===== src/rtl/tuser_out_fsm.sv =====
// Egress tuple re-attach: buffers SDNet output tuples in a small FIFO and releases
// each outgoing AXI-Stream packet only once its tuple is at the FIFO head, driving it as TUSER.
module tuser_out_fsm #(
  parameter int TUPLE_DEPTH = 4,
  parameter int TUPLE_W     = 128
) (
  input  logic               tout_aclk,
  input  logic               tout_arst,
  input  logic               tout_avalid,
  output logic               tout_aready,
  input  logic [255:0]       tout_adata,
  input  logic [31:0]        tout_akeep,
  input  logic               tout_atlast,
  input  logic               tout_valid,
  input  logic [TUPLE_W-1:0] tout_data,
  output logic               tout_bvalid,
  input  logic               tout_bready,
  output logic [255:0]       tout_bdata,
  output logic [31:0]        tout_bkeep,
  output logic               tout_btlast,
  output logic [TUPLE_W-1:0] tout_btuser,
  output logic [0:2]         dbg_state,
  output logic [7:0]         dbg_drops,
  output logic [15:0]        dbg_pkts
);

  localparam int AW = $clog2(TUPLE_DEPTH);
  localparam int PW = AW + 1;

  typedef enum logic [2:0] {
    IDLE       = 3'b000,
    WAIT_TUPLE = 3'b001,
    BODY       = 3'b010
  } state_t;

  state_t              state_r;
  logic [TUPLE_W-1:0]  fifo_mem_r [TUPLE_DEPTH];
  logic [PW-1:0]       wr_ptr_r;
  logic [PW-1:0]       rd_ptr_r;
  logic [7:0]          drops_r;
  logic [15:0]         pkts_r;

  logic                empty_s;
  logic                full_s;
  logic                pass_s;
  logic                hs_s;
  logic                pop_s;
  logic                push_s;
  logic                drop_s;
  logic [TUPLE_W-1:0]  head_s;

  // FIFO status, pass gating and handshake-derived push/pop/drop strobes.
  always_comb begin
    empty_s = 1'b0;
    full_s  = 1'b0;
    pass_s  = 1'b0;
    hs_s    = 1'b0;
    pop_s   = 1'b0;
    push_s  = 1'b0;
    drop_s  = 1'b0;
    head_s  = {TUPLE_W{1'b0}};
    empty_s = (wr_ptr_r == rd_ptr_r);
    full_s  = (wr_ptr_r[AW] != rd_ptr_r[AW]) &&
              (wr_ptr_r[AW-1:0] == rd_ptr_r[AW-1:0]);
    pass_s  = (state_r == BODY) || !empty_s;
    hs_s    = tout_avalid && tout_bready && pass_s;
    pop_s   = hs_s && tout_atlast;
    // A pop in the same cycle frees the slot a full-FIFO push needs.
    push_s  = tout_valid && (!full_s || pop_s);
    drop_s  = tout_valid && full_s && !pop_s;
    if (empty_s) begin
      head_s = {TUPLE_W{1'b0}};
    end else begin
      head_s = fifo_mem_r[rd_ptr_r[AW-1:0]];
    end
  end

  // Tuple storage; contents are qualified by the pointers so no reset is needed.
  always_ff @(posedge tout_aclk) begin
    if (push_s) begin
      fifo_mem_r[wr_ptr_r[AW-1:0]] <= tout_data;
    end
  end

  // Pointers, debug counters and packet FSM.
  always_ff @(posedge tout_aclk or negedge tout_arst) begin
    if (!tout_arst) begin
      state_r  <= IDLE;
      wr_ptr_r <= {PW{1'b0}};
      rd_ptr_r <= {PW{1'b0}};
      drops_r  <= 8'd0;
      pkts_r   <= 16'd0;
    end else begin
      if (push_s) begin
        wr_ptr_r <= wr_ptr_r + PW'(1);
      end
      if (pop_s) begin
        rd_ptr_r <= rd_ptr_r + PW'(1);
        pkts_r   <= pkts_r + 16'd1;
      end
      if (drop_s && (drops_r != 8'hFF)) begin
        drops_r <= drops_r + 8'd1;
      end
      case (state_r)
        IDLE: begin
          if (hs_s && !tout_atlast) begin
            state_r <= BODY;
          end else if (tout_avalid && empty_s && !push_s) begin
            state_r <= WAIT_TUPLE;
          end else begin
            state_r <= IDLE;
          end
        end
        // Leaves on the push edge so the beat can go out the following cycle.
        WAIT_TUPLE: begin
          if (hs_s && !tout_atlast) begin
            state_r <= BODY;
          end else if (!empty_s || push_s) begin
            state_r <= IDLE;
          end else begin
            state_r <= WAIT_TUPLE;
          end
        end
        BODY: begin
          if (pop_s) begin
            state_r <= IDLE;
          end else begin
            state_r <= BODY;
          end
        end
        default: begin
          state_r <= IDLE;
        end
      endcase
    end
  end

  assign tout_bvalid = tout_avalid && pass_s;
  assign tout_aready = tout_bready && pass_s;
  assign tout_bdata  = tout_adata;
  assign tout_bkeep  = tout_akeep;
  assign tout_btlast = tout_atlast;
  assign tout_btuser = head_s;
  assign dbg_state   = state_r;
  assign dbg_drops   = drops_r;
  assign dbg_pkts    = pkts_r;

endmodule


===== config.mk =====
export PLATFORM = sky130hd
export DESIGN_NAME = tuser_out_fsm
export DESIGN_NICKNAME = d
export VERILOG_FILES = /design/src/rtl/tuser_out_fsm.sv
export SDC_FILE = /design/constraint.sdc
export NUM_CORES = 1
export LEC_CHECK = 0
export CAP_MARGIN = 15
export CORE_AREA = 2 2 338 340
export CTS_BUF_LIST = sky130_fd_sc_hd__clkbuf_4 sky130_fd_sc_hd__clkbuf_8
export DETAILED_ROUTE_END_ITERATION = 8
export DIE_AREA = 0 0 340 342
export GPL_TIMING_DRIVEN = 0
export PLACE_DENSITY = 0.47
export SETUP_SLACK_MARGIN = 0.4
export SLEW_MARGIN = 15
export SYNTH_ARGS = -nofsm -noshare
export SYNTH_HDL_FRONTEND = slang
export SYNTH_SLANG_ARGS = --single-unit

===== constraint.sdc =====
create_clock -name tout_aclk -period 4.5 [get_ports tout_aclk]
set_input_delay 1.35 -clock tout_aclk [delete_from_list [all_inputs] [get_ports tout_aclk]]
set_output_delay 1.35 -clock tout_aclk [all_outputs]
set_load 0.005 [all_outputs]

# Word level (Yosys, flattened, before mapping)
# Memories as Yosys holds them, arrays and structs flattened.
# Cells that the tools add are included.
dict set report op_classes {
  n_eq_ne 6
  mux 9
  reduce_logical 22
  add_sub_neg 4
}
# op count
set op_table {}
lappend op_table {{$mux 128} 1}
lappend op_table {{$add 16x1->16 const B} 1}
lappend op_table {{$logic_and 1x1->1} 13}
lappend op_table {{$pmux 3 s3} 1}
lappend op_table {{$add 8x1->8 const B} 1}
lappend op_table {{$ne 8x8->1 const B} 1}
lappend op_table {{$add 3x1->3 const B} 2}
lappend op_table {{$mux 2} 3}
lappend op_table {{$logic_not 1->1} 5}
lappend op_table {{$mux 1} 4}
lappend op_table {{$eq 3x1->1 const B} 1}
lappend op_table {{$eq 3x2->1 const B} 1}
lappend op_table {{$eq 3x3->1} 1}
lappend op_table {{$logic_not 3->1} 1}
lappend op_table {{$logic_or 1x1->1} 3}
lappend op_table {{$eq 2x2->1} 1}
lappend op_table {{$ne 1x1->1} 1}
dict set report totals {
  ramBits 512
  input_bits 422
  elab_cells 47
  ff_bits 33
  output_inout_bits 446
  memories 1
}
# memory words word_bits read_ports rd_ports_with_merged_regs wr line_no
set mem_list {}
lappend mem_list {fifo_mem_r 4 128 1 0 1 37} ;# logic [TUPLE_W-1:0] fifo_mem_r [TUPLE_DEPTH];

# Longest topological paths before layout
dict set report depth {
  depth_word 12
  ltp_mapped 6
  mapped_depth_nobuf 4
}

# Least setup slack after synthesis
# Ideal clock, no wire load.
dict set report synth_path {
  path_kind {input port to flip-flop}
  start {input port tout_valid}
  end {memory fifo_mem_r[3][0], enable pin}
  path_stages 4
  arrival_ns 4.968
  setup_ns 0.504
  path_slack_ns -0.972
  cell_sequence {clkbuf_1 > inv_1 > a41oi_2 > and2_1}
}
dict set report synth_between {
  elab_chain_len 3
}
# item line_no
set synth_rtl {}
lappend synth_rtl {{from (decl)} 14} ;# input logic tout_valid,
lappend synth_rtl {{$logic_and 1x1->1} 69} ;# push_s = tout_valid && (!full_s || pop_s);
lappend synth_rtl {{$mux 1} 80} ;# if (push_s) begin
lappend synth_rtl {{$mux 1 (implied by the code)} 81} ;# fifo_mem_r[wr_ptr_r[AW-1:0]] <= tout_data;
lappend synth_rtl {{to (decl)} 37}
# No other way between the ends.

# Worst setup path after layout
dict set report layout_path {
  start {register rd_ptr_r[0]}
  end {output port tout_btuser[90]}
}
dict set report layout_between {
  elab_chain_len 2
  elab_cells_between_ends 3
  cone_classes {1 x eq/ne; 1 x mux; 1 x memory}
}
# item line_no
set layout_rtl {}
lappend layout_rtl {{from (decl)} 39} ;# logic [PW-1:0] rd_ptr_r;
lappend layout_rtl {{from (signal assigned)} 90} ;# rd_ptr_r <= {PW{1'b0}};
lappend layout_rtl {{from (signal assigned)} 98} ;# rd_ptr_r <= rd_ptr_r + PW'(1);
lappend layout_rtl {{$mem_v2 4x128 or $eq 3x3->1 (tied branches)} -}
lappend layout_rtl {{$mux 128 *} 71} ;# if (empty_s) begin
lappend layout_rtl {{to (decl)} 21} ;# output logic [TUPLE_W-1:0] tout_btuser,
# Mark *: on every way between the ends. The rest lies on a longest branch, timed or not.

==> metrics.cfg <==
[logic_synthesis]
synth_nets = 1675
ys_ff_latch = 544
synth-main-ff-cell = edfxtp_1
synthCells = 1246
synth_area_um2 = 23100
ys_types = 32
synth-simple-area-share_pct = 4.96
async_reset_ff_share_pct = 5.88
synth-edff-count = 512
synth_compound_area_share_pct = 0.260
ys_seq_area_share_pct = 69.9
synth-adder-area-share_pct = 0.379
ys_warn_count = 0
synth_top_family_by_area = multiplexers
synth.area.mux_share_pct = 12.6
syn_avg_cell_area_um2 = 18.6
synth-xor-area-share_pct = 1.21

[clocking]
clkSlewWorstSetupHoldPaths_ns = 0.05
htreeDepth = 3
clock-sinks = 544
cts_inserted_buffers = 96
cts_tree = built
clockRootBuffer = clkbuf_8
clock_path_buffers = 3
clk_latency_ns = 0.75

[worst_setup_path]
critPathRequiredTime_ns = 3.15
critical_path.endpoint = tout_btuser[90]
cp.arrival_ns = 2.81
cp_max_fo = 7
r2r_slack_ns = 1.57
reg2reg_from = rd_ptr_r[0]$_DFFE_PN0P_
crit_type = flip-flop to output port
end_kind = output port
startpoint_type = flip-flop
reg2reg_depth = 8
rr_endpoint = fifo_mem_r[1][78]$_DFFE_PP_
worstSetupStartpoint = rd_ptr_r[0]$_DFFE_PN0P_

[sta]
min_period_ns = 4.16
slew_violations = 0
slew_headroom_pct = 60.7
tns_ns = 0
tightest_slew_ns = 0.585
setup_viol = 0
whs_ns = 0.478
max_freq_ghz = 0.241
rsz0062_at_grt = true
hold_viol = 0
fin_crit_sh_pct = 92.4
skew_ns = 0.0342

[cells_and_area]
area_growth_pct = 48.4
nets = 2440
drive_gt1_share_pct = 36.6
fin_cells = 3600

[power_and_ir_drop]
ir_drop_v = 0.000330
leakage_nw = 12.7
p_per_area_nw_per_um2 = 622

[grt]
grt.total_usage_pct = 17.3
globalRouteOverflowTotal = 0
grt_pass1_wl_um = 136000
grt_pass1_vias = 14900
grt_max_degree = 33
antenna_found_initial = 35

[detailed_routing]
wl_per_cell_um = 28.9
viasPerCell = 3.88
vias = 14000
drc = 0
drt_pass1_iterations = 5
drtAntennaViolNets = 0
drt-initial-drc-count = 718
drt-total-wl_um = 104000

[job]
cap_violations = 0

[floorplanning]
start_util_pct = 20.5
die-area_um2 = 116000
num_rows = 124
die_w_um = 340
top_level_ports = 868
die_h_um = 342
core-area_um2 = 113000

[placement]
placed_cells = 3352
hpwl_um = 81300
gp_congestion = 0.995
portBuffers = 577

[status]
status = completed

[min_path]
min_path_type = primary input to asynchronous set/reset pin

## cells by family after synthesis
kind of cell	count (synthesis)
flip-flops	544
buffers and inverters	341
AND/OR/NAND/NOR	187
multiplexers	131
XOR/XNOR	29
adder cells (fa/ha/maj)	7
AO/OA/AOI/OAI	6
other	1
## through the flow
stage,utilization [%],power [mW],cell area [µm²],worst slack (ns)
after floorplan,-,10.9,23100,0.455
after global placement,27.2,16.0,30800,-2.43
after detailed placement,27.6,16.1,31200,-0.380
after CTS,29.8,21.4,33700,0.199
after global routing,30.3,22.6,34300,0.190
final,30.4,21.4,34300,0.342
## worst min path at each step
stage | endpoint | start | slack [ns]
2_1_floorplan | dbg_pkts[15]$_DFFE_PN0P_ | dbg_pkts[15]$_DFFE_PN0P_ | 0.47
3_3_place_gp | dbg_pkts[15]$_DFFE_PN0P_ | dbg_pkts[15]$_DFFE_PN0P_ | 0.47
3_5_place_dp | dbg_pkts[15]$_DFFE_PN0P_ | dbg_pkts[15]$_DFFE_PN0P_ | 0.47
4_1_cts | rd_ptr_r[0]$_DFFE_PN0P_ | tout_arst | 0.39
5_1_grt | rd_ptr_r[0]$_DFFE_PN0P_ | tout_arst | 0.43
6_report | rd_ptr_r[0]$_DFFE_PN0P_ | tout_arst | 0.48
## metal layers
layer	share of wire, %	wire length (µm)	GRT usage [%]	up-vias
met3	10	10400	8.08	161
met4	2.0	2070	4.06	54
met5	0.35	366	0	-
met1	39	40500	20.2	7156
li1	-	-	-	6008
met2	49	50800	28.9	590
## cell type report
| type | count | area, µm² |
|---|---|---|
| Fill cell | 11200 | 78800 |
| Multi-Input combinational cell | 361 | 4630 |
| Clock buffer | 116 | 1480 |
| Timing Repair Buffer | 667 | 6890 |
| Clock inverter | 54 | 427 |
| Antenna cell | 5 | 12.5 |
| Buffer | 337 | 2820 |
| Inverter | 4 | 15.0 |
| Sequential cell | 544 | 16200 |
| Tap cell | 1512 | 1890 |
## worst max-delay path, cell delays in order, from the launching register on
cell,delay (ns)
dfrtp_1,0.39
buf_12,0.17
buf_16,0.16
buf_12,0.11
buf_16,0.12
mux4_2,0.48
nor2b_2,0.17
clkdlybuf4s50_1,0.44
## Yosys cell counts (7+ instances only)
library cell | number | area [µm²]
dfrtp_1 | 32 | 801
buf_2 | 25 | 125
clkbuf_1 | 7 | 26.3
nor2b_1 | 129 | 807
mux4_2 | 128 | 2880
and2_1 | 9 | 56.3
buf_4 | 303 | 2270
edfxtp_1 | 512 | 15400
and3_1 | 8 | 50.1
ha_1 | 7 | 87.6
nand3_1 | 11 | 55.1
nand4_1 | 14 | 87.6
xnor2_1 | 23 | 201
## registers in the layout, summed over array words and instances (netlist names)
signal      count
dbg_pkts       16
dbg_drops       8
rd_ptr_r        3
wr_ptr_r        3
dbg_state       2
fifo_mem_r    512
## layout by cell type, fill, tap and decap left out, types with 15 or more instances in the layout
master and n:
nor2b_1 106, dfrtp_1 31, clkdlybuf4s50_1 474, buf_6 19
clkbuf_2 21, clkbuf_8 99, dlymetal6s2s_1 42, dlygate4sd2_1 22
edfxtp_1 512, xnor2_1 22, buf_4 356, nor2b_2 15
mux4_2 128, clkinv_1 32, buf_12 29, clkbuf_4 19
## power by group
part	total (mW)	internal (mW)	switching (mW)	leakage, nW
Combinational	9.70	5.22	4.48	6.58
Clock	4.63	2.52	2.11	0.982
Sequential	7.03	6.74	0.292	5.11
Total	21.4	14.5	6.88	12.7
## repair_timing
action / in CTS / in global routing
gates cloned: 5 / 4
pin swaps: 1 / 0
hold buffers: 0 / 0
gates resized for setup: 225 / 127
endpoints found under the setup margin: 131 / 102
buffers inserted: 23 / 41
Power figures use the tool's default switching activity.
